--- config.mk ---
export PLATFORM = sky130hd
export DESIGN_NAME = mem_arbiter
export DESIGN_NICKNAME = d
export VERILOG_FILES = /design/src/rtl/mem_arbiter.sv
export SDC_FILE = /design/constraint.sdc
export NUM_CORES = 1
export LEC_CHECK = 0
export ABC_AREA = 1
export CORE_AREA = 10 10 118 120
export CTS_CLUSTER_SIZE = 25
export DETAILED_ROUTE_END_ITERATION = 10
export DIE_AREA = 0 0 128 130
export PLACE_DENSITY = 0.95
export SYNTH_ARGS = -nofsm -noshare
export SYNTH_HDL_FRONTEND = slang
export SYNTH_SLANG_ARGS = --single-unit
--- constraint.sdc ---
create_clock -name CLK -period 5.4 [get_ports CLK]
set_clock_uncertainty 0.2 [all_clocks]
set_input_delay 0.81 -clock CLK [delete_from_list [all_inputs] [get_ports CLK]]
set_output_delay 0.81 -clock CLK [all_outputs]
set_load 0.02 [all_outputs]
--- src/rtl/mem_arbiter.sv ---
// Single-port RAM arbiter between instruction fetch and data load/store.
// Data has priority, bounded by a streak counter; a timeout aborts hung accesses.
module mem_arbiter #(
   parameter int          DSTREAK_MAX = 4,
   parameter int          TIMEOUT     = 16,
   parameter logic [31:0] BAD_WORD    = 32'hBAD0BAD0
) (
   input  logic        CLK,
   input  logic        nRST,
   input  logic        iREN,
   input  logic [31:0] iaddr,
   output logic        iwait,
   output logic [31:0] iload,
   input  logic        dREN,
   input  logic        dWEN,
   input  logic [31:0] daddr,
   input  logic [31:0] dstore,
   output logic        dwait,
   output logic [31:0] dload,
   output logic        ramREN,
   output logic        ramWEN,
   output logic [31:0] ramaddr,
   output logic [31:0] ramstore,
   input  logic [31:0] ramload,
   input  logic        ramready,
   output logic        err
);

   typedef enum logic [1:0] {
      IDLE   = 2'd0,
      ISERVE = 2'd1,
      DSERVE = 2'd2
   } state_t;

   localparam logic [3:0] STREAK_MAX = 4'(DSTREAK_MAX);
   localparam logic [7:0] TCOUNT_LIM = 8'(TIMEOUT - 1);

   state_t      state, state_n;
   logic [3:0]  streak, streak_n;
   logic [7:0]  tcount, tcount_n;
   logic [31:0] cap_addr, cap_addr_n;
   logic [31:0] cap_data, cap_data_n;
   logic        cap_we, cap_we_n;

   logic        dreq;
   logic        serving;
   logic        timeout;
   logic        complete;

   assign dreq     = dREN | dWEN;
   assign serving  = (state == ISERVE) || (state == DSERVE);
   assign timeout  = serving && (tcount == TCOUNT_LIM) && !ramready;
   assign complete = serving && (ramready || timeout);

   always_ff @(posedge CLK) begin
      if (nRST) begin
         state    <= IDLE;
         streak   <= '0;
         tcount   <= '0;
         cap_addr <= '0;
         cap_data <= '0;
         cap_we   <= 1'b0;
      end else begin
         state    <= state_n;
         streak   <= streak_n;
         tcount   <= tcount_n;
         cap_addr <= cap_addr_n;
         cap_data <= cap_data_n;
         cap_we   <= cap_we_n;
      end
   end

   // A pending fetch wins IDLE arbitration only once data has taken DSTREAK_MAX grants in a row.
   always_comb begin
      state_n    = state;
      streak_n   = streak;
      tcount_n   = tcount;
      cap_addr_n = cap_addr;
      cap_data_n = cap_data;
      cap_we_n   = cap_we;
      unique case (state)
         IDLE: begin
            if (dreq && !(iREN && (streak == STREAK_MAX))) begin
               state_n    = DSERVE;
               cap_addr_n = daddr;
               cap_data_n = dstore;
               cap_we_n   = dWEN;
               tcount_n   = '0;
               if (!iREN)
                  streak_n = '0;
               else if (streak != STREAK_MAX)
                  streak_n = streak + 4'd1;
            end else if (iREN) begin
               state_n    = ISERVE;
               cap_addr_n = iaddr;
               cap_data_n = '0;
               cap_we_n   = 1'b0;
               tcount_n   = '0;
               streak_n   = '0;
            end
         end
         ISERVE, DSERVE: begin
            if (complete)
               state_n = IDLE;
            else
               tcount_n = tcount + 8'd1;
         end
         default: state_n = IDLE;
      endcase
   end

   always_comb begin
      ramREN   = 1'b0;
      ramWEN   = 1'b0;
      ramaddr  = '0;
      ramstore = '0;
      iload    = '0;
      dload    = '0;
      unique case (state)
         ISERVE: begin
            ramREN  = 1'b1;
            ramaddr = cap_addr;
            if (complete)
               iload = timeout ? BAD_WORD : ramload;
         end
         DSERVE: begin
            ramREN   = !cap_we;
            ramWEN   = cap_we;
            ramaddr  = cap_addr;
            ramstore = cap_data;
            if (complete)
               dload = timeout ? BAD_WORD : ramload;
         end
         default: ;
      endcase
   end

   assign iwait = iREN & !((state == ISERVE) && complete);
   assign dwait = dreq & !((state == DSERVE) && complete);
   assign err   = timeout;

endmodule
==> results.md <==
* Placement-stage worst setup slack at 1333 ps
* Clk root buf: sky130_fd_sc_hd__clkbuf_16
* Post-synthesis register bit count at between 70 and 80
* Number of max-cap violations at 0
* Area of combinational cells with multiple inputs at 2390 um^2
* Die H at 130 um
* Number of I/O port buffers at 266
* Maximum number of pins on one net before global-route repair at 50
* Post-Syn Nets at 952
* First-pass GRT wire length at approximately 26000 um
* Total clock buffers created by CTS at 9
* Hold Fails Final Rpt at 0
* Worst setup margin at 1325 ps
* FF-to-FF path depth at 9
* Max frequency at 245.4 MHz
* Area of the mapped netlist at around 4800 um^2
* Final Critical Period at 4075 ps
* Adder-cell share of the synthesized area at 1.573%
* Overflow after GRT at 0
* Gates resized, CTS repair at 0
* Residual antenna-violating net count after detailed routing at 0
* Worst skew pair latency at approximately 330 ps
* Required arrival time at the worst endpoint at approximately 4400 ps
* Number of antenna violations at the first check in global routing at 0
* X dimension of the die at 128 um
* DP HPWL at approximately 13000 um
* CTS clock-pin slew for the worst setup and hold paths at 60 ps
* Drt initial violations at 228
* Max-slew violation total from the final report at 0
* I/O Pins at 267
* Tcrit/Tclk final at 75.46%
* Effective utilization at floorplan at 40.76%
* Post-synthesis average cell area at 5.878 um^2
* Kind of end point of the critical path: output port
* CTS tree: built
* Most common library cell in the layout ignoring fill and taps: sky130_fd_sc_hd__clkdlybuf4s50_1
* Fill cell instance count of the final layout at 1012
* Max-Slew Margin vs Limit at between 40% and 50%
* Weighted congestion at the end of routability-driven global placement at 0.8520
* Static leakage at 3.896 nW
* First-pass iteration count of the detailed router at 6
* Area leader, netlist: sky130_fd_sc_hd__dfxtp_1
* Detailed-route wire length at 16840 um
* Antenna Diode Count at 0
* GRT Resource Usage Total at a little under a fifth
* RSZ-0062 raised after global routing: no
* Placeable Area at 11710 um^2
* Critical path peak fanout at 35
* Bufs on Longest Clock Path at 2
* Vias at 5605
* Share of final-layout standard cells stronger than drive strength 1 at 5.303%
* Type of the setup path with the least slack: input pin to output port
* XOR/XNOR share of the synthesized area at 0.3670%
* Outcome: finished clean
* Distinct cell type count of the synthesized netlist at 25
* Number of buffers added to fix hold violations after cts at 0
* Post-detailed-route via-to-cell ratio at 4.659
* Share of the synthesized area in compound gates (AO/OA/AOI/OAI) at 9.803%
* Worst Max-Slew Pin Slew at 879.7 ps
* Critical path origin: ramready
* Source of the worst register-to-register timing path: streak[0]
* Number of nets at the end of the flow at 1191
* Num Clock Sinks at 79
* Reg-to-reg setup timing slack at approximately 2800 ps
* Rows at 40
* Clock H-tree levels at 3
* Sum of negative setup slack at 0 ps
* Most frequent cells in the layout: sky130_fd_sc_hd__clkdlybuf4s50_1, sky130_fd_sc_hd__nand2_1, sky130_fd_sc_hd__inv_1
* Cell Pwr Density at 242.5 nW/um^2
* Remaining design rule violation count at 0
* Area growth syn-to-layout at 62.49%
* Main area contributors after synthesis: sky130_fd_sc_hd__dfxtp_1, sky130_fd_sc_hd__nand2_1, sky130_fd_sc_hd__inv_1, sky130_fd_sc_hd__nor2_1, sky130_fd_sc_hd__a21oi_1
* Main combinational cell family by area after synthesis: simple AND/OR/NAND/NOR gates
* Reg2reg end: cap_addr[10]
* Setup repair bufs after CTS at 0
* Synthesized instance count at 812
* Worst endpoint data arrival time at 3060 ps
* Share of the yosys chip area belonging to registers at 33.13%
* Type of the worst min-delay path: register to register
* Max rail drop VDD at 0.1900 mV
* Total area of sequential cells at 1582 um^2
* Die Footprint at 16640 um^2
* Critical Path Sink: iload[7]
* Average wire per cell in the routed design at 14.00 um
* Vias in the first global route at 5331
* Type of origin of the critical path: input pin
* Count of endpoints failing setup in the final report at 0
* Multiplexer share of the synthesized area at 0%
* Area share of and/or/nand/nor cells after synthesis at around two fifths
* Number of warning messages in the yosys log at 0
* Post-synth top area share at about a third
## logic make-up after synthesis
group | after synthesis
AO/OA/AOI/OAI | 81
XOR/XNOR | 2
adder cells (fa/ha/maj) | 6
flip-flops | 79
buffers and inverters | 200
AND/OR/NAND/NOR | 444
## metal layers
layer | global-route usage [%] | part of all wire, % | vias up | wire length, um
met3 | 6.410 | 8.5 | 28 | 1435
met5 | 0 | 0 | - | 0
met2 | 34.31 | 51 | 191 | 8560
met4 | 6.821 | 2.5 | 0 | 428
li1 | - | - | 2905 | -
met1 | 19.36 | 38 | 2481 | 6415
## state kept, by name, summed over array words and instances, names as in the netlist
| signal | cells |
|---|---|
| streak | 4 |
| cap_addr | 32 |
| tcount | 8 |
| cap_data | 32 |
| state | 2 |
| cap_we | 1 |
## synth_stat cells
master,instances
sky130_fd_sc_hd__o21ai_0,3
sky130_fd_sc_hd__a21oi_2,13
sky130_fd_sc_hd__a21oi_1,64
sky130_fd_sc_hd__nand2_4,2
sky130_fd_sc_hd__nor2_1,89
sky130_fd_sc_hd__nand2_2,4
sky130_fd_sc_hd__clkbuf_1,13
sky130_fd_sc_hd__nand3_1,47
sky130_fd_sc_hd__buf_6,3
sky130_fd_sc_hd__clkinv_1,1
sky130_fd_sc_hd__ha_1,6
sky130_fd_sc_hd__buf_1,9
sky130_fd_sc_hd__nor2_4,2
sky130_fd_sc_hd__inv_2,4
sky130_fd_sc_hd__inv_1,148
sky130_fd_sc_hd__nor2_2,3
sky130_fd_sc_hd__nand4_1,3
sky130_fd_sc_hd__xor2_1,2
sky130_fd_sc_hd__buf_2,21
sky130_fd_sc_hd__dfxtp_1,79
sky130_fd_sc_hd__nor3_1,34
sky130_fd_sc_hd__nand2_1,259
sky130_fd_sc_hd__nand3_2,1
sky130_fd_sc_hd__inv_4,1
sky130_fd_sc_hd__o21bai_4,1
## power by group
part	total (mW)	switching (mW)	leakage, nW	internal, mW
Combinational	0.585	0.332	3.10	0.253
Clock	0.618	0.255	0.147	0.363
Sequential	0.678	0.0321	0.652	0.646
Total	1.88	0.619	3.90	1.26
## worst max-delay path: stages
cell	delay, ps
sky130_fd_sc_hd__clkdlybuf4s50_1	440
sky130_fd_sc_hd__nand2_2	460
sky130_fd_sc_hd__inv_1	160
sky130_fd_sc_hd__nor2_4	240
sky130_fd_sc_hd__inv_4	80
sky130_fd_sc_hd__nand2_4	210
sky130_fd_sc_hd__a21oi_1	80
sky130_fd_sc_hd__clkdlybuf4s50_1	570
## through the flow
step           area (um^2)  power, mW  hold WS [ps]  cells  util [%]
3_3_place_gp          7453      1.263         251.8   1187     63.64
2_1_floorplan         4773      1.033         244.7    812         -
3_5_place_dp          7453      1.278         255.3   1187     63.64
4_1_cts               7756      1.900         265.3   1203     66.23
5_1_grt               7756      1.992         278.4   1203     66.23
6_report              7756      1.881         266.3   1203     66.23
## worst min-delay path by stage
stage / from / to / slack [ps] / cells past startpoint
after global placement: cap_data[27] / cap_data[27] / 250 / 2
after global routing: cap_data[24] / cap_data[24] / 280 / 2
final: cap_data[27] / cap_data[27] / 270 / 2
after floorplan: cap_data[0] / cap_data[0] / 240 / 2
after detailed placement: cap_data[27] / cap_data[27] / 260 / 2
after CTS: cap_data[27] / cap_data[27] / 270 / 2
## final cells by class
class                      count  share of cell area [%]
tap                          147                   2.371
clock inverter                 7                   1.000
sequential                    79                   20.39
clock buffer                   9                   2.904
inverter                     154                   7.485
timing repair buffer         274                   35.04
multi-input combinational    533                   30.81
Power figures use the tool's default switching activity.
